## src/rtl/mem_phase_scheduler.sv

```systemverilog
// Time-slotted arbiter sharing one single-port memory between
// instruction fetch and load/store, with read-return tagging.
module mem_phase_scheduler (
    input  logic        clk,
    input  logic        rst,
    input  logic        en,
    input  logic        if_req,
    input  logic [31:0] if_addr,
    output logic        if_grant,
    output logic        if_rvalid,
    output logic [31:0] if_rdata,
    input  logic        ls_req,
    input  logic        ls_we,
    input  logic [3:0]  ls_be,
    input  logic [31:0] ls_addr,
    input  logic [31:0] ls_wdata,
    output logic        ls_grant,
    output logic        ls_rvalid,
    output logic [31:0] ls_rdata,
    output logic        mem_en,
    output logic        mem_we,
    output logic [3:0]  mem_be,
    output logic [31:0] mem_addr,
    output logic [31:0] mem_wdata,
    input  logic [31:0] mem_rdata,
    output logic        phase,
    output logic        if_stall,
    output logic        ls_stall,
    output logic [15:0] wait_cnt
);

    typedef enum logic {
        PH_IF = 1'b0,
        PH_LS = 1'b1
    } phase_t;

    typedef enum logic [1:0] {
        TAG_NONE = 2'd0,
        TAG_IF   = 2'd1,
        TAG_LS   = 2'd2
    } tag_t;

    phase_t      r_phase;
    phase_t      w_phase_nxt;
    tag_t        r_tag;
    tag_t        w_tag_nxt;
    logic [15:0] r_wait_cnt;
    logic [15:0] w_wait_nxt;
    logic        w_active;
    logic        w_if_grant;
    logic        w_ls_grant;
    logic        w_if_stall;
    logic        w_ls_stall;

    // Slot owner register: toggles every enabled cycle, cleared on reset
    always_ff @(posedge clk) begin
        if (rst) begin
            r_phase <= PH_IF;
        end else begin
            r_phase <= w_phase_nxt;
        end
    end

    // Next slot owner: alternate while enabled, freeze otherwise
    always_comb begin
        w_phase_nxt = r_phase;
        if (en) begin
            if (r_phase == PH_IF) begin
                w_phase_nxt = PH_LS;
            end else begin
                w_phase_nxt = PH_IF;
            end
        end
    end

    // Grants: owner wins; the idle owner lends its slot to the other side
    always_comb begin
        w_active   = en & ~rst;
        w_if_grant = w_active & if_req
                   & ((r_phase == PH_IF) | ~ls_req);
        w_ls_grant = w_active & ls_req
                   & ((r_phase == PH_LS) | ~if_req);
        w_if_stall = if_req & ~w_if_grant;
        w_ls_stall = ls_req & ~w_ls_grant;
    end

    // Memory port mirrors whichever requester holds the grant
    always_comb begin
        mem_en    = 1'b0;
        mem_we    = 1'b0;
        mem_be    = 4'h0;
        mem_addr  = 32'h0;
        mem_wdata = 32'h0;
        if (w_if_grant) begin
            mem_en   = 1'b1;
            mem_be   = 4'hF;
            mem_addr = if_addr;
        end else if (w_ls_grant) begin
            mem_en    = 1'b1;
            mem_we    = ls_we;
            mem_be    = ls_be;
            mem_addr  = ls_addr;
            mem_wdata = ls_wdata;
        end
    end

    // Classify this cycle's access so its read data can be routed next cycle
    always_comb begin
        w_tag_nxt = TAG_NONE;
        if (w_if_grant) begin
            w_tag_nxt = TAG_IF;
        end else if (w_ls_grant && !ls_we) begin
            w_tag_nxt = TAG_LS;
        end
    end

    // Return tag register; reset drops any in-flight read
    always_ff @(posedge clk) begin
        if (rst) begin
            r_tag <= TAG_NONE;
        end else begin
            r_tag <= w_tag_nxt;
        end
    end

    // Saturating stall counter increment
    always_comb begin
        w_wait_nxt = r_wait_cnt;
        if ((w_if_stall || w_ls_stall) && (r_wait_cnt != 16'hFFFF)) begin
            w_wait_nxt = r_wait_cnt + 16'd1;
        end
    end

    // Stall counter register
    always_ff @(posedge clk) begin
        if (rst) begin
            r_wait_cnt <= 16'h0;
        end else begin
            r_wait_cnt <= w_wait_nxt;
        end
    end

    // Route returning read data to its requester, zero otherwise
    always_comb begin
        if_rvalid = (r_tag == TAG_IF);
        ls_rvalid = (r_tag == TAG_LS);
        if_rdata  = if_rvalid ? mem_rdata : 32'h0;
        ls_rdata  = ls_rvalid ? mem_rdata : 32'h0;
    end

    // Status and grant outputs
    always_comb begin
        if_grant = w_if_grant;
        ls_grant = w_ls_grant;
        if_stall = w_if_stall;
        ls_stall = w_ls_stall;
        phase    = r_phase;
        wait_cnt = r_wait_cnt;
    end

endmodule

```

## config.mk

```make
export PLATFORM = sky130hd
export DESIGN_NAME = mem_phase_scheduler
export DESIGN_NICKNAME = d
export VERILOG_FILES = /design/src/rtl/mem_phase_scheduler.sv
export SDC_FILE = /design/constraint.sdc
export NUM_CORES = 1
export LEC_CHECK = 0
export BUFFER_PORTS_ARGS = -buffer_cell sky130_fd_sc_hd__buf_2
export CAP_MARGIN = 10
export CORE_AREA = 8 8 108 110
export DETAILED_ROUTE_END_ITERATION = 16
export DIE_AREA = 0 0 116 118
export PLACE_DENSITY_LB_ADDON = 0.3
export SLEW_MARGIN = 20
export SYNTH_ARGS = -nofsm -noshare
export SYNTH_HDL_FRONTEND = slang
export SYNTH_SLANG_ARGS = --single-unit
export TNS_END_PERCENT = 1
```

## constraint.sdc

```tcl
create_clock -name clk -period 3.75 [get_ports clk]
set_input_delay 0.75 -clock clk [delete_from_list [all_inputs] [get_ports clk]]
set_output_delay 0.75 -clock clk [all_outputs]
set_load 0.05 [all_outputs]
```

==> impl_metrics.csv <==
group,metric,value,unit
layout,final_cell_mix,"buf_2 (294), and2_1 (97), a22o_1 (32), dfxtp_1 (19), a21oi_1 (12)",
worst_setup_path,rr_worst_depth,4,
synthesis,synthDistinctLibCells,38,
clocking,cts-hold-fix-buffers,0,
layout,antenna_cells,0,
worst_setup_path,cp.arrival,2.39,ns
worst_setup_path,path_delay_family,"buffers and inverters",
power,ir_drop,0.000128,V
detailed_routing,dr.pass1.iters,4,
sta,max_freq,318,MHz
worst_setup_path,crit_buf_inv,3,
floorplan,row_count,37,
sta,relSlewSlack,0.348,
sta,skew,0.00669,ns
synthesis,synth_top_flop_cell,"dfxtp_1",
floorplan,die_area,0.0137,sq mm
power,p_per_area,196,mW/mm^2
clocking,cts_setup_buffers,0,
synthesis,synth_fp_nets,410,
floorplan,die_x,116,um
floorplan,start_util,0.201,
layout,final_nets,692,
placement,portBuffers,294,
placement,dpl.hpwl,10300,um
layout,final_layout_size_suffix_gt1_frac,0.562,
sta,rsz0062_at_grt,"false",
clocking,cts.sinks,19,
synthesis,ys_async_sr_fraction,0,
grt,antenna_found_initial,0,
sta,setup_tns,0,ns
clocking,cts_resized,0,
worst_setup_path,critPathMaxStageDelay,0.38,ns
worst_setup_path,slowest_stage,"nor2b_1",
worst_setup_path,r2r-end,"wait_cnt[5]",
worst_setup_path,cp.required,3.00,ns
layout,area_growth,82.1,%
layout,mostFrequentLayoutCell,"buf_2",
worst_setup_path,cp_max_fo,39,
worst_setup_path,timing.rr.start,"wait_cnt[9]",
sta,slew_violations,0,
sta,hold_violations,0,
detailed_routing,wl_per_cell,17.1,um
synthesis,yosysWarnings,0,
sta,fin_crit_sh,0.838,
detailed_routing,ant_nets,0,
placement,gp_congestion,0.855,
worst_setup_path,cp-start-kind,"input port",
clocking,clockRootBuffer,"clkbuf_8",
worst_setup_path,worstSetupPathType,"in -> out",
worst_setup_path,cpMostUsedCell,"buf_2",
clocking,cts_made_buffers,3,
synthesis,synth_area_per_cell,7.43,sq um
clocking,clk_latency,0.26,ns
clocking,cts_tree,"done",
clocking,htreeDepth,1,
synthesis,ys_ff_latch,19,
detailed_routing,drt_iter0_drc,144,
floorplan,fp.dieH,118,um
hold_path,hold-path-cell-count,2,
synthesis,synth_edf_count,0,
grt,overflow,0,
flow_run,maxCapViolCount,0,
synthesis,ys_seq_area_frac,0.189,
hold_path,worstHoldStart,"wait_cnt[7]",
sta,whs,0.508,ns
clocking,clk_pin_slew,0.07,ns
worst_setup_path,cp-end-kind,"primary output",
detailed_routing,routed_via_density,4.55,
grt,grt_pass1_wl,17100,um
detailed_routing,drc,0,
grt,grt_max_degree,70,
worst_setup_path,rrSetupSlack,1.67,ns
floorplan,ios,295,
grt,first_global_vias,3071,
clocking,clock_path_buffers,2,
sta,worst_pin_slew,0.969,ns
floorplan,core_region_area,0.0100,sq mm
power,power_leakage,0.00219,uW
status,run_status,"finished, final reports clean",
hold_path,hp-class,"reg -> reg",
grt,grt.total_usage,0.154,
synthesis,postSynthCellCount,271,
hold_path,whs_endpoint,"wait_cnt[7]",
detailed_routing,wl,11700,um
sta,setup_viol,0,
sta,min_period,3.14,ns
worst_setup_path,critical_path.cell_chain,"buf_2, nor2b_1, nand2_1, a21oi_2, buf_4, a22o_1, buf_2",
synthesis,synth_area,0.00201,sq mm
detailed_routing,dr_total_vias,3133,
stage by stage:
step / util / worst slack (ns) / cell area, sq um / cells / power (uW)
finish: 0.367 / 0.608 / 3670 / 688 / 718
global route: 0.367 / 0.464 / 3670 / 688 / 753
CTS: 0.367 / 0.603 / 3670 / 688 / 726
detailed placement: 0.362 / 0.610 / 3620 / 684 / 580
global placement: 0.362 / 0.595 / 3620 / 684 / 577
floorplan: - / 0.496 / 2010 / 271 / 444
power breakdown:
group	switching [uW]	leakage, uW	internal [uW]
clock network	70.1	0.0000228	75.6
logic	246	0.00202	115
registers	6.07	0.000154	206
total	322	0.00219	396
worst register-to-register path: cells and delay by family (launching register included):
family / cells / cell delay, ns
AO/OA/AOI/OAI: 1 / 0.20
AND/OR/NAND/NOR: 3 / 1.34
flip-flops: 1 / 0.45
flip-flops by register name (all words and copies together), names as in the netlist:
| register | cells |
|---|---|
| phase | 1 |
| wait_cnt | 16 |
| r_tag | 2 |
cell usage after synthesis (2+ instances only):
cell	n	area, sq um
a2111oi_0	3	26.3
a21o_1	5	37.5
a21oi_1	13	65.1
a22o_1	32	280
and2_1	97	607
and3_1	2	12.5
and4_1	2	17.5
buf_2	4	20.0
clkbuf_1	18	67.6
dfxtp_1	19	380
inv_1	2	7.51
mux2_2	3	33.8
nand2_1	5	18.8
nand2b_1	2	12.5
nand3_1	8	40.0
nand4_1	4	25.0
nor2_1	8	30.0
nor2b_1	9	56.3
nor4_1	2	12.5
o21ai_0	4	20.0
o31ai_1	5	37.5
o41ai_1	2	17.5
or3_1	2	12.5
or4_1	6	45.0
area by class of cell:
type	instances	area (sq um)
tap	136	170
sequential	19	380
fill	1059	6330
clock buffer	4	45.0
multi-input combinational	228	1540
inverter	2	7.51
timing repair buffer	299	1520
cells by family (layout without fill, tap and decap cells):
logic type / count (synthesis) / in the layout / synth area share
buffers and inverters: 24 / 305 / 0.0472
AND/OR/NAND/NOR: 152 / 152 / 0.464
AO/OA/AOI/OAI: 69 / 69 / 0.262
adder cells (fa/ha/maj): 1 / 1 / 0.00621
multiplexers: 5 / 5 / 0.0273
flip-flops: 19 / 19 / 0.189
XOR/XNOR: 1 / 1 / 0.00435
worst max path at each step:
stage / cells after the start / end / from
CTS: 7 / mem_addr[22] / en
global route: 7 / mem_addr[22] / en
finish: 7 / mem_addr[22] / en
detailed placement: 7 / mem_addr[22] / en
floorplan: 5 / mem_addr[26] / en
global placement: 7 / mem_addr[22] / en
metal layers:
| metal | vias up | share of wire | track usage | wire length (um) |
|---|---|---|---|---|
| met1 | 1409 | 0.40 | 0.178 | 4680 |
| met5 | - | 0 | 0 | 0 |
| li1 | 1532 | - | - | - |
| met3 | 4 | 0.12 | 0.0498 | 1420 |
| met2 | 188 | 0.47 | 0.273 | 5580 |
| met4 | 0 | 0.0062 | 0.0211 | 73 |
No activity file was read; power rests on OpenSTA's default activity.
